[src/rtl/pixel_stream_feeder.sv]
// pixel_stream_feeder: reads a stored frame from synchronous image memory in raster order
// and hands it pixel by pixel to the facial detector's pixel-input handshake.
module pixel_stream_feeder #(
    parameter int DATA_WIDTH   = 12,
    parameter int ADDR_WIDTH   = 17,
    parameter int COORD_WIDTH  = 12,
    parameter int FRAME_WIDTH  = 320,
    parameter int FRAME_HEIGHT = 240
) (
    input  logic                   clk,
    input  logic                   reset,
    input  logic                   start,
    output logic                   mem_rd,
    output logic [ADDR_WIDTH-1:0]  mem_addr,
    input  logic [DATA_WIDTH-1:0]  mem_data,
    input  logic                   ready_recieve_pixel,
    input  logic                   end_frame,
    output logic [DATA_WIDTH-1:0]  pixel,
    output logic                   end_recieve_pixel,
    output logic [COORD_WIDTH-1:0] o_x,
    output logic [COORD_WIDTH-1:0] o_y,
    output logic                   o_busy,
    output logic                   o_frame_done,
    output logic                   o_aborted
);
    typedef enum logic [2:0] {IDLE, FETCH, WAIT_DATA, WAIT_READY, SEND, DRAIN} state_t;

    localparam logic [ADDR_WIDTH-1:0]  LAST_PIXEL = ADDR_WIDTH'(FRAME_WIDTH * FRAME_HEIGHT - 1);
    localparam logic [COORD_WIDTH-1:0] LAST_COL   = COORD_WIDTH'(FRAME_WIDTH - 1);

    state_t                state, next;
    logic [ADDR_WIDTH-1:0] count;
    logic                  last, abort, close;

    assign last              = (count == LAST_PIXEL);
    assign mem_rd            = (state == FETCH);
    assign end_recieve_pixel = (state == SEND);
    assign o_busy            = (state != IDLE);

    always_comb begin
        next = state;
        case (state)
            IDLE:       next = start ? FETCH : IDLE;
            FETCH:      next = end_frame ? IDLE : WAIT_DATA;
            WAIT_DATA:  next = end_frame ? IDLE : WAIT_READY;
            WAIT_READY: next = end_frame ? IDLE : (ready_recieve_pixel ? SEND : WAIT_READY);
            // the last pixel always completes normally, even if end_frame coincides
            SEND:       next = last ? DRAIN : (end_frame ? IDLE : FETCH);
            DRAIN:      next = end_frame ? IDLE : DRAIN;
            default:    next = IDLE;
        endcase
    end

    assign abort = (next == IDLE) && (state != IDLE) && (state != DRAIN);
    assign close = abort || (state == DRAIN && end_frame);

    always_ff @(posedge clk) begin
        if (reset) begin
            state        <= IDLE;
            count        <= '0;
            mem_addr     <= '0;
            pixel        <= '0;
            o_x          <= '0;
            o_y          <= '0;
            o_frame_done <= 1'b0;
            o_aborted    <= 1'b0;
        end else begin
            state        <= next;
            o_frame_done <= close;
            if (state == IDLE && start) begin
                count     <= '0;
                mem_addr  <= '0;
                o_x       <= '0;
                o_y       <= '0;
                o_aborted <= 1'b0;
            end
            if (abort) o_aborted <= 1'b1;
            if (state == WAIT_DATA) pixel <= mem_data;
            if (state == SEND && next == FETCH) begin
                count    <= count + 1'b1;
                mem_addr <= mem_addr + 1'b1;
                o_x      <= (o_x == LAST_COL) ? '0 : o_x + 1'b1;
                o_y      <= (o_x == LAST_COL) ? o_y + 1'b1 : o_y;
            end
        end
    end
endmodule

[config.mk]
export PLATFORM = sky130hd
export DESIGN_NAME = pixel_stream_feeder
export DESIGN_NICKNAME = d
export VERILOG_FILES = /design/src/rtl/pixel_stream_feeder.sv
export SDC_FILE = /design/constraint.sdc
export NUM_CORES = 1
export LEC_CHECK = 0
export BUFFER_PORTS_ARGS = -buffer_cell sky130_fd_sc_hd__buf_2
export CAP_MARGIN = 5
export CORE_ASPECT_RATIO = 1.75
export CORE_MARGIN = 2
export CORE_UTILIZATION = 55
export DETAILED_ROUTE_END_ITERATION = 6
export GPL_TIMING_DRIVEN = 0
export PLACE_DENSITY = 0.8
export SYNTH_ARGS = -nofsm -noshare
export SYNTH_HDL_FRONTEND = slang
export SYNTH_SLANG_ARGS = --single-unit
[constraint.sdc]
create_clock -name clk -period 6.1 [get_ports clk]
set_input_delay 0.61 -clock clk [delete_from_list [all_inputs] [get_ports clk]]
set_output_delay 0.61 -clock clk [all_outputs]
set_load 0.02 [all_outputs]
==> flow_summary_export.csv, run 1 <==
group,metric,value,unit
status,outcome,"finished, final reports clean",
timing,setup_viol,0,
final_layout,multiInputGateArea,0.002156,sq mm
drt,wirelength,9.814,mm
power,p_int,951.6,uW
power,totalPowerFinal,1.193,mW
timing,hold_viol_final,0,
drt,detailedRoute.firstIterationViolations,228,
clock_network,cts.sinks,75,
global_route,grt_pass1_wl,15.70,mm
yosys,synth_ff_type,"sky130_fd_sc_hd__dfxtp_1",
clock_network,clock_buffers_created_by_tritoncts,9,
floorplanning,ios,75,
global_route,overflow,0,
place,numPortBuffers,74,
clock_network,cts_max_path_buffers,2,
power,leakage_power,1.961,nW
setup_path,endpoint,"o_x[0]",
setup_path,worst-r2r-cell-count,8,
clock_network,clock_insertion_delay_worst_skew,340,ps
final_layout,layout.cells.most_common_list,"sky130_fd_sc_hd__buf_2 (80), sky130_fd_sc_hd__dfxtp_1 (75), sky130_fd_sc_hd__nor2_1 (39)",
power,switchingPower,241.0,uW
timing,worst_slew_pin_slew,749.7,ps
setup_path,path_delay_family,"simple AND/OR/NAND/NOR gates",
setup_path,rr_endpoint,"o_x[0]",
job,drv_cap,0,
setup_path,worst-endpoint-arrival,2820,ps
timing,timing_max_transition_violations_final,0,
floorplanning,core_region_area,0.006756,sq mm
timing,setup_repair_after_global_routing_missed_its_margin,"no",
setup_path,critical-path-max-stage-delay,550,ps
global_route,grt.total_usage,0.2657,
yosys,synth.lib_cells_used.distinct,68,
final_layout,antennaDiodeCount,0,
setup_path,worst-endpoint-required,6380,ps
yosys,synth.area.mux_share,0.05149,
global_route,antenna_found_initial,0,
global_route,number_of_global_route_vias_before_repair,3557,
setup_path,crit_start,"count[0]",
setup_path,cp_num_cells,8,
yosys,synth_compound_gate_area_share,0.1980,
yosys,dominant_combinational_cell_family_by_area_after_synthesis,"simple AND/OR/NAND/NOR gates",
yosys,synth-seq-cells,75,
power,cellPowerDensity,257.9,mW/mm^2
drt,router_iterations_before_antenna_repair,4,
yosys,yosys_warnings,0,
yosys,synthesis.area,0.003791,sq mm
yosys,synth_xor_area_frac,0.02079,
min_path,hold_class,"flop to flop",
floorplanning,die_width,66.76,um
clock_network,tritoncts,"yes",
drt,via_per_inst,6.207,
setup_path,end_kind,"flop",
place,postPlaceCellArea,0.004267,sq mm
yosys,syn_area_per_cell,8.920,sq um
setup_path,crit_type,"flop to flop",
power,power_switching_share,0.2021,
place,routabilityCongestion,0.8598,
drt,routed_wire_length_per_instance,16.38,um
power,p_seq_frac,0.415,
yosys,synth_cells,425,
floorplanning,die_h,113.8,um
setup_path,worstPathBufferInverterCount,2,
floorplanning,floorplan.initialDensity,0.5611,
final_layout,layout_commonest_cell,"sky130_fd_sc_hd__buf_2",
global_route,grt_max_degree,13,
power,p_clk_frac,0.539,
yosys,post-synth-top-area-fraction,0.3960,
power,comb_power_share,0.046,
drt,route.vias.total,3718,
setup_path,crit_slowest_cell,"sky130_fd_sc_hd__o211ai_2",
final_layout,layout-area-overhead-vs-synth,21.98,%
yosys,synth_edf_count,0,
final_layout,layout-drive-gt1-share,0.2369,
clock_network,number_of_h_tree_levels,3,
timing,max_clock_freq,0.3937,GHz
yosys,yosys.area_share.adder,0.01320,
final_layout,fill_cells,563,
timing,period_needed,2540,ps
setup_path,setup.reg_to_reg.worst_slack,3560,ps
place,pre_cts_slack,3492,ps
clock_network,hold_buffers_post_cts,0,
floorplanning,fp-row-count,40,
yosys,synth_top_cells_by_area,"sky130_fd_sc_hd__dfxtp_1 (40%), sky130_fd_sc_hd__nand3_1 (4.1%), sky130_fd_sc_hd__mux2i_1 (4.0%), sky130_fd_sc_hd__nor2_1 (3.9%), sky130_fd_sc_hd__and3_1 (2.8%)",
yosys,synth_seq_area_share,0.3960,
timing,setup-tns-final,0,ps
final_layout,seq_area,0.001501,sq mm
setup_path,timing.critical_path.from_type,"flop",
timing,worst_slew_margin,0.4932,
final_layout,num-nets-final,531,
timing,skew,4.713,ps
setup_path,crit_fanout,10,
clock_network,cts_setup_buffers,0,
drt,route.detailed.drc,0,
power,vdd_ir_drop_max,0.1671,mV
drt,antenna_left,0,
yosys,async_set_reset_flop_share_out_of_synthesis,0,
clock_network,clockRootBuffer,"sky130_fd_sc_hd__clkbuf_16",
timing,setup_ws,3560,ps
clock_network,clkTransAtPathRegs,60,ps
timing,final.period_utilization,0.4164,
setup_path,timing.critical_path.cells,"ha_1 -> and2_1 -> clkbuf_1 -> nand4_1 -> o211ai_2 -> and2_4 -> buf_4 -> mux2_2",
yosys,post_synthesis_simple_gate_area_fraction,0.2851,
yosys,post-synth-top-area-cell,"sky130_fd_sc_hd__dfxtp_1",
floorplanning,die_area,0.007599,sq mm
yosys,number_of_nets_produced_by_synthesis,446,
clock_network,cts_resized,0,
setup_path,critical_path.reg2reg.startpoint,"count[0]",
final_layout,finalInstanceArea,0.004624,sq mm
final_layout,finalCoreUtilization,0.6844,
place,dpl.hpwl,7.155,mm
## flip-flops by register name (all words and copies together) (netlist names)
signal	cells
count	17
mem_addr	17
o_x	12
o_y	12
pixel	12
state	3
o_aborted	1
o_frame_done	1
## power groups by stage
stage	Combinational, mW	Sequential [mW]	Clock (mW)
detailed placement	0.0539	0.506	0
floorplan	0.0305	0.508	0
global route	0.0590	0.495	0.667
global placement	0.0531	0.506	0
finish	0.0543	0.495	0.643
CTS	0.0541	0.495	0.646
## layout make-up
type                       instances  share of cell area
buffer                            21             0.02408
clock buffer                      11             0.05032
clock inverter                     5             0.02706
inverter                           6            0.004870
multi-input combinational        323              0.4662
sequential                        75              0.3247
tap                               84             0.02273
timing repair buffer              74             0.08009
## metrics by stage
step / cells / hold slack (ps)
finish: 599 / 484.7
global route: 599 / 510.9
CTS: 599 / 481.7
detailed placement: 583 / 469.8
global placement: 583 / 454.0
floorplan: 425 / 444.6
## cell families (layout without fill, tap and decap cells)
logic type,count (synthesis),in the layout
simple gates,191,191
compound gates,100,100
flops,75,75
buf+inv,27,117
mux,19,19
xor+xnor,9,9
fa+ha+maj,4,4
## per-layer routing
metal,part of all wire,routed length (um),vias up,track usage
met5,0,0,-,0
met4,0.035,348,0,0.1469
met3,0.053,516,28,0.05720
met2,0.53,5184,136,0.4800
met1,0.38,3764,1774,0.2740
li1,-,-,1780,-
## synthesized netlist by cell type (7+ instances only)
master / number
sky130_fd_sc_hd__o21ai_0: 16
sky130_fd_sc_hd__nand3_1: 31
sky130_fd_sc_hd__clkbuf_1: 10
sky130_fd_sc_hd__mux2i_1: 15
sky130_fd_sc_hd__nand4_1: 11
sky130_fd_sc_hd__a21oi_1: 13
sky130_fd_sc_hd__dfxtp_1: 75
sky130_fd_sc_hd__nor2_1: 39
sky130_fd_sc_hd__nand2_1: 27
sky130_fd_sc_hd__a22o_1: 10
sky130_fd_sc_hd__o211ai_1: 10
sky130_fd_sc_hd__or4_1: 7
sky130_fd_sc_hd__and3_1: 17
sky130_fd_sc_hd__o41ai_1: 7
sky130_fd_sc_hd__nor3_1: 9
## tightest hold or removal path, cell delays in order (launching register included)
cell and delay (ps):
sky130_fd_sc_hd__dfxtp_1 320, sky130_fd_sc_hd__inv_1 50, sky130_fd_sc_hd__o21ai_0 70
## worst min path at each step
stage / start / endpoint / slack (ps) / cells after the start
finish: count[6] / count[6] / 480 / 2
global route: pixel[5] / pixel[5] / 510 / 2
CTS: count[6] / count[6] / 480 / 2
detailed placement: o_aborted / o_aborted / 470 / 1
global placement: mem_addr[16] / mem_addr[16] / 450 / 2
floorplan: count[6] / count[6] / 440 / 2
No activity file was read; power rests on OpenSTA's default activity.
==> run 2, diff against run 1 <==
--- a/config.mk
+++ b/config.mk
@@ -5,14 +5,15 @@
 export SDC_FILE = /design/constraint.sdc
 export NUM_CORES = 1
 export LEC_CHECK = 0
+export ABC_AREA = 1
 export BUFFER_PORTS_ARGS = -buffer_cell sky130_fd_sc_hd__buf_2
 export CAP_MARGIN = 5
 export CORE_ASPECT_RATIO = 1.75
 export CORE_MARGIN = 2
-export CORE_UTILIZATION = 55
+export CORE_UTILIZATION = 51
 export DETAILED_ROUTE_END_ITERATION = 6
 export GPL_TIMING_DRIVEN = 0
-export PLACE_DENSITY = 0.8
+export PLACE_DENSITY = 0.77
 export SYNTH_ARGS = -nofsm -noshare
 export SYNTH_HDL_FRONTEND = slang
 export SYNTH_SLANG_ARGS = --single-unit
==> constraint.sdc (replaced) <==
create_clock -name clk -period 2.27 [get_ports clk]
set_input_delay 0.227 -clock clk [delete_from_list [all_inputs] [get_ports clk]]
set_output_delay 0.227 -clock clk [all_outputs]
set_load 0.02 [all_outputs]
==> run 2 against run 1 <==
Net effect:
- cell count increased by 37%
- worst hold slack got worse by 330 ps
- sequential share of layout area decreased by 1.9 points
- routed wire length increased by 13%
- largest cell class unchanged
==> flow_summary_export.csv, run 2 <==
group,metric,value,unit
status,outcome,"finished, final reports clean",
global_route,grt_pass1_wl,18.33,mm
setup_path,worst-endpoint-arrival,2260,ps
timing,skew,7.584,ps
place,numPortBuffers,74,
floorplanning,fp-row-count,43,
yosys,number_of_nets_produced_by_synthesis,661,
global_route,globalRouteMet3Util,0.05623,
clock_network,number_of_h_tree_levels,3,
global_route,number_of_global_route_vias_before_repair,4106,
drt,wirelength,11.06,mm
yosys,synth_edf_count,0,
final_layout,layout_commonest_cell,"sky130_fd_sc_hd__nand2_1",
timing,setup_viol,0,
yosys,syn_area_per_cell,6.475,sq um
yosys,synthesis.area,0.004144,sq mm
floorplanning,ios,75,
yosys,synth-seq-cells,75,
final_layout,layout.cells.most_common_list,"sky130_fd_sc_hd__nand2_1 (198), sky130_fd_sc_hd__buf_2 (82), sky130_fd_sc_hd__dfxtp_1 (75)",
yosys,async_set_reset_flop_share_out_of_synthesis,0,
clock_network,cts_max_path_buffers,2,
min_path,hold_class,"primary input to flop",
setup_path,crit_fanout,10,
setup_path,end_kind,"flop",
drt,detailedRoute.firstIterationViolations,273,
clock_network,clockRootBuffer,"sky130_fd_sc_hd__clkbuf_16",
setup_path,crit_slowest_cell,"sky130_fd_sc_hd__dfxtp_1",
clock_network,clock_buffers_created_by_tritoncts,9,
job,drv_cap,0,
final_layout,largest_registers,"count (17), mem_addr (17)",
setup_path,timing.critical_path.from_type,"flop",
clock_network,clkTransAtPathRegs,60,ps
setup_path,critical_path.reg2reg.startpoint,"o_x[1]",
yosys,synth_top_cells_by_area,"sky130_fd_sc_hd__dfxtp_1 (36%), sky130_fd_sc_hd__nand2_1 (18%), sky130_fd_sc_hd__a21oi_1 (8.6%), sky130_fd_sc_hd__inv_1 (5.8%), sky130_fd_sc_hd__nand3_1 (5.3%)",
place,postPlaceCellArea,0.004627,sq mm
min_path,min_from,"mem_data[11]",
drt,via_per_inst,5.424,
global_route,met2_usage,0.4679,
timing,max_clock_freq,0.4999,GHz
place,dpl.hpwl,8.219,mm
setup_path,timing.critical_path.cells,"ha_1 -> nand2_1 -> nor2_1 -> nand2_1 -> nor2_2 -> inv_2 -> nand2_4 -> inv_2 -> buf_6 -> nor2_1 -> nand2_1 -> a21oi_1",
clock_network,clock_insertion_delay_worst_skew,340,ps
power,cellPowerDensity,603.1,mW/mm^2
setup_path,crit_type,"flop to flop",
timing,period_needed,2001,ps
clock_network,hold_buffers_post_cts,0,
drt,route.detailed.drc,0,
final_layout,antennaDiodeCount,0,
timing,worst_slew_margin,0.6244,
final_layout,finalInstanceArea,0.004915,sq mm
timing,timing_max_transition_violations_final,0,
power,totalPowerFinal,2.964,mW
final_layout,fill_cells,766,
yosys,post-synth-top-area-cell,"sky130_fd_sc_hd__dfxtp_1",
setup_path,cpMostUsedCell,"sky130_fd_sc_hd__nand2_1",
clock_network,cts.sinks,75,
floorplanning,die_area,0.008891,sq mm
power,vdd_ir_drop_max,0.4595,mV
global_route,overflow,0,
floorplanning,die_width,72.14,um
global_route,met1_usage,0.2812,
global_route,grt_max_degree,13,
place,routabilityCongestion,0.9628,
yosys,synth_cells,640,
yosys,yosys.cell_count.top_type,"sky130_fd_sc_hd__nand2_1",
clock_network,tritoncts,"yes",
clock_network,cts_setup_buffers,0,
final_layout,layout-area-overhead-vs-synth,18.60,%
yosys,synth_ff_type,"sky130_fd_sc_hd__dfxtp_1",
yosys,post-synth-top-area-fraction,0.3623,
final_layout,num-nets-final,746,
drt,router_iterations_before_antenna_repair,5,
global_route,grt.total_usage,0.2597,
setup_path,critical-path-max-stage-delay,410,ps
setup_path,crit_start,"o_x[1]",
timing,setup_repair_after_global_routing_missed_its_margin,"no",
power,leakage_power,2.070,nW
floorplanning,core_region_area,0.007909,sq mm
timing,hold_viol_final,0,
yosys,synth_seq_area_share,0.3623,
global_route,global_route.peak_usage_layer,"met2",
timing,setup-tns-final,0,ps
floorplanning,die_h,123.2,um
final_layout,layout-drive-gt1-share,0.1630,
timing,final.period_utilization,0.8813,
yosys,synth.lib_cells_used.distinct,27,
yosys,synth.top_cells.by_count,"sky130_fd_sc_hd__nand2_1 (198), sky130_fd_sc_hd__dfxtp_1 (75), sky130_fd_sc_hd__a21oi_1 (71)",
setup_path,worst-endpoint-required,2530,ps
setup_path,path_delay_family,"simple AND/OR/NAND/NOR gates",
global_route,antenna_found_initial,0,
clock_network,cts_resized,0,
setup_path,worstPathBufferInverterCount,3,
drt,antenna_left,0,
drt,route.vias.total,4448,
floorplanning,floorplan.initialDensity,0.5240,
timing,worst_slew_pin_slew,563.4,ps
drt,routed_wire_length_per_instance,13.49,um
yosys,yosys_warnings,0,
-- run 2: cell count changes after synthesis, moves of 13 or more --
cell,previous run,this run
sky130_fd_sc_hd__nand3_1,31,44
sky130_fd_sc_hd__xor2_1,3,16
sky130_fd_sc_hd__inv_1,5,64
sky130_fd_sc_hd__nand2_1,27,198
sky130_fd_sc_hd__nor2_1,39,55
sky130_fd_sc_hd__nand4_1,11,25
sky130_fd_sc_hd__and3_1,17,0
sky130_fd_sc_hd__mux2i_1,15,0
sky130_fd_sc_hd__a21oi_1,13,71
-- run 2: per-layer routing --
layer	wire length, um	vias up	part of all wire
met5	0	-	0
met3	516	28	0.047
met1	4339	2050	0.39
met4	293	0	0.026
met2	5914	144	0.53
li1	-	2226	-
-- run 2: path summary, 6_finish.rpt --
check / end / slack, ps / cells past startpoint
setup / recovery: o_y[11] / 270 / 12
hold / removal: pixel[11] / 150 / 3
setup reg to reg: o_y[11] / 270 / 12
hold reg to reg: pixel[10] / 460 / 2
-- run 2: per-stage QoR --
| stage | hold WS (ps) | setup WS [ps] | instances | utilization |
|---|---|---|---|---|
| 3_3_place_gp | 447.0 | 391.2 | 804 | 0.5850 |
| 6_report | 154.4 | 269.5 | 820 | 0.6214 |
| 4_1_cts | 153.0 | 302.2 | 820 | 0.6214 |
| 3_5_place_dp | 452.4 | 316.5 | 804 | 0.5850 |
| 2_1_floorplan | 391.4 | 462.2 | 640 | - |
| 5_1_grt | 168.4 | 83.02 | 820 | 0.6214 |
-- run 2: where the power goes --
group	internal (mW)	leakage, nW	total, mW	switching [mW]
Combinational	0.0638	1.33	0.214	0.150
Sequential	1.33	0.605	1.34	0.00990
Clock	0.852	0.137	1.41	0.560
-- run 2: area by class of cell --
class	instances	area [sq um]	area share
plain buffers	26	148.9	0.03030
clock buffers	12	236.5	0.04812
clock inverters	4	51.30	0.01044
inverters	71	266.5	0.05423
multi-input cells	468	2227	0.4532
flip-flops and latches	75	1501	0.3055
well taps	90	112.6	0.02291
repair buffers	74	370.4	0.07536
-- run 2: cells by family (layout without fill, tap and decap cells) --
| logic type | after synthesis | in the layout | synth area share |
|---|---|---|---|
| and+or+nand+nor | 348 | 348 | 0.3581 |
| buffers and inverters | 97 | 187 | 0.1002 |
| AOI/OAI and AO/OA | 92 | 92 | 0.1165 |
| DFF | 75 | 75 | 0.3623 |
| xor gates and xnor gates | 24 | 24 | 0.05072 |
| adders and majority gates | 4 | 4 | 0.01208 |
-- run 2: worst reg2reg max path, cell delays in order, from the launching register on --
cell and delay (ps):
sky130_fd_sc_hd__dfxtp_1 410, sky130_fd_sc_hd__ha_1 230, sky130_fd_sc_hd__nand2_1 100, sky130_fd_sc_hd__nor2_1 150
sky130_fd_sc_hd__nand2_1 100, sky130_fd_sc_hd__nor2_2 200, sky130_fd_sc_hd__inv_2 90, sky130_fd_sc_hd__nand2_4 130
sky130_fd_sc_hd__inv_2 60, sky130_fd_sc_hd__buf_6 140, sky130_fd_sc_hd__nor2_1 100, sky130_fd_sc_hd__nand2_1 60
sky130_fd_sc_hd__a21oi_1 130
==> run 3, diff against run 2 <==
--- a/config.mk
+++ b/config.mk
@@ -10,10 +10,10 @@
 export CAP_MARGIN = 5
 export CORE_ASPECT_RATIO = 1.75
 export CORE_MARGIN = 2
-export CORE_UTILIZATION = 51
+export CORE_UTILIZATION = 49
 export DETAILED_ROUTE_END_ITERATION = 6
 export GPL_TIMING_DRIVEN = 0
-export PLACE_DENSITY = 0.77
+export PLACE_DENSITY = 0.74
 export SYNTH_ARGS = -nofsm -noshare
 export SYNTH_HDL_FRONTEND = slang
 export SYNTH_SLANG_ARGS = --single-unit
==> run 3 against run 2 <==
Net effect:
- sequential power about the same
- global-route usage decreased by 1.0 points
- largest cell class unchanged
- critical path type unchanged
- count of clock-buffer cells in the layout unchanged
- register-to-register slack improved by 60 ps
- cell area about the same
- critical endpoint is now count[0]
- setup slack improved by 59 ps
- core utilization decreased by 2.6 points
- cell count increased by 0.24%
- routed wire length about the same
- worst hold slack improved by 7.4 ps
- fmax increased by 3.0%
- highest routed layer unchanged
==> flow_summary_export.csv, run 3 (synthesis gave the netlist of run 2 again) <==
group,metric,value,unit
power,power_switching_share,0.2383,
setup_path,crit_type,"flop to flop",
drt,routed_wire_length_per_instance,13.45,um
clock_network,cts_resized,0,
place,dpl.hpwl,8.273,mm
timing,setup_viol,0,
setup_path,timing.critical_path.cells,"ha_1 -> inv_1 -> nor2_2 -> nand2_1 -> nor2_2 -> nand2_2 -> nand4_1 -> buf_4 -> buf_4 -> nand2_1 -> a21oi_1",
min_path,hold_class,"primary input to flop",
final_layout,layout-area-overhead-vs-synth,18.66,%
setup_path,critical-path-max-stage-delay,370,ps
global_route,number_of_global_route_vias_before_repair,4147,
power,p_seq_frac,0.454,
setup_path,critical_path.reg2reg.startpoint,"count[1]",
setup_path,worst-r2r-cell-count,11,
min_path,hold_path_depth,3,
timing,worst_slew_pin_slew,628.0,ps
clock_network,clockRootBuffer,"sky130_fd_sc_hd__clkbuf_16",
global_route,grt.total_usage,0.2496,
clock_network,clock_buffers_created_by_tritoncts,9,
place,routabilityCongestion,0.8888,
floorplanning,core_region_area,0.008258,sq mm
setup_path,worst-endpoint-required,2530,ps
timing,setup_repair_after_global_routing_missed_its_margin,"no",
final_layout,num-nets-final,746,
clock_network,cts.sinks,75,
drt,via_per_inst,5.369,
clock_network,hold_buffers_post_cts,0,
floorplanning,fp-row-count,44,
clock_network,tritoncts,"yes",
drt,router_iterations_before_antenna_repair,5,
setup_path,worst-endpoint-arrival,2200,ps
drt,route.vias.total,4413,
drt,wirelength,11.06,mm
clock_network,clkTransAtPathRegs,50,ps
floorplanning,ios,75,
timing,worst_slew_margin,0.5813,
drt,route.detailed.drc,0,
clock_network,cts_setup_buffers,0,
setup_path,crit_fanout,10,
timing,final.period_utilization,0.8554,
final_layout,fill_cells,804,
place,numPortBuffers,74,
timing,max_clock_freq,0.5150,GHz
power,switchingPower,702.0,uW
setup_path,end_kind,"flop",
final_layout,layout_commonest_cell,"sky130_fd_sc_hd__nand2_1",
power,vdd_ir_drop_max,0.5284,mV
timing,setup-tns-final,0,ps
setup_path,setup.reg_to_reg.worst_slack,330,ps
final_layout,layout.cells.most_common_list,"sky130_fd_sc_hd__nand2_1 (198), sky130_fd_sc_hd__buf_2 (82), sky130_fd_sc_hd__dfxtp_1 (75)",
final_layout,antennaDiodeCount,0,
global_route,overflow,0,
floorplanning,die_width,73.52,um
timing,skew,7.867,ps
power,cellPowerDensity,599.1,mW/mm^2
clock_network,number_of_h_tree_levels,3,
power,totalPowerFinal,2.946,mW
timing,timing_max_transition_violations_final,0,
setup_path,rr_endpoint,"count[0]",
final_layout,largest_registers,"count (17), mem_addr (17)",
setup_path,timing.critical_path.from_type,"flop",
power,leakage_power,2.070,nW
min_path,hold_path_end,"pixel[11]",
floorplanning,die_h,125.7,um
job,drv_cap,0,
final_layout,layout-drive-gt1-share,0.1630,
clock_network,cts_max_path_buffers,2,
timing,period_needed,1942,ps
drt,detailedRoute.firstIterationViolations,187,
global_route,grt_pass1_wl,18.46,mm
min_path,min_from,"mem_data[11]",
clock_network,clock_insertion_delay_worst_skew,340,ps
floorplanning,floorplan.initialDensity,0.5018,
status,outcome,"finished, final reports clean",
setup_path,crit_slowest_cell,"sky130_fd_sc_hd__dfxtp_1",
power,comb_power_share,0.073,
drt,antenna_left,0,
power,p_int,2.244,mW
floorplanning,die_area,0.009238,sq mm
global_route,grt_max_degree,13,
global_route,antenna_found_initial,0,
timing,hold_viol_final,0,
power,p_clk_frac,0.473,
final_layout,finalCoreUtilization,0.5955,
-- run 3: power groups by stage --
stage                     Clock, mW  Combinational (mW)  Sequential, mW
after floorplan                   0               0.125            1.38
after global placement            0               0.211            1.37
after detailed placement          0               0.214            1.37
after CTS                      1.42               0.214            1.34
after global routing           1.48               0.234            1.34
final                          1.39               0.214            1.34
-- run 3: routing by layer --
layer / global-route usage / part of all wire / up-vias
li1: - / - / 2229
met2: 0.4485 / 0.53 / 127
met3: 0.05680 / 0.049 / 28
met1: 0.2638 / 0.39 / 2029
met4: 0.1176 / 0.028 / 0
met5: 0 / 0 / -
-- run 3: worst max path at each step --
stage	from	end	depth (start not counted)
after CTS	count[1]	count[0]	11
after floorplan	o_x[1]	o_y[0]	11
after global routing	count[1]	count[4]	11
after detailed placement	count[1]	count[4]	11
final	count[1]	count[0]	11
after global placement	count[1]	mem_addr[13]	11
-- run 3: area by class of cell --
cell class,instances,area [sq um],area share
repair buffers,74,370.4,0.07532
flip-flops and latches,75,1501,0.3053
inverters,71,266.5,0.05420
well taps,92,115.1,0.02341
plain buffers,26,148.9,0.03028
multi-input cells,468,2227,0.4529
clock inverters,4,51.30,0.01043
clock buffers,12,236.5,0.04809
-- run 3: stage by stage --
| stage | cell area, sq um | instances | setup slack, ps | hold WS (ps) |
|---|---|---|---|---|
| 2_1_floorplan | 4144 | 640 | 462.2 | 391.4 |
| 3_3_place_gp | 4629 | 806 | 370.6 | 445.3 |
| 3_5_place_dp | 4629 | 806 | 328.5 | 450.1 |
| 4_1_cts | 4917 | 822 | 304.5 | 153.4 |
| 5_1_grt | 4917 | 822 | 38.85 | 162.6 |
| 6_report | 4917 | 822 | 328.3 | 161.8 |
-- run 3: worst max-delay path, delay by kind of cell (launching register included) --
family / cells / cell delay (ps)
simple gates: 6 / 650
buf+inv: 3 / 500
flops: 1 / 370
fa+ha+maj: 1 / 200
compound gates: 1 / 150
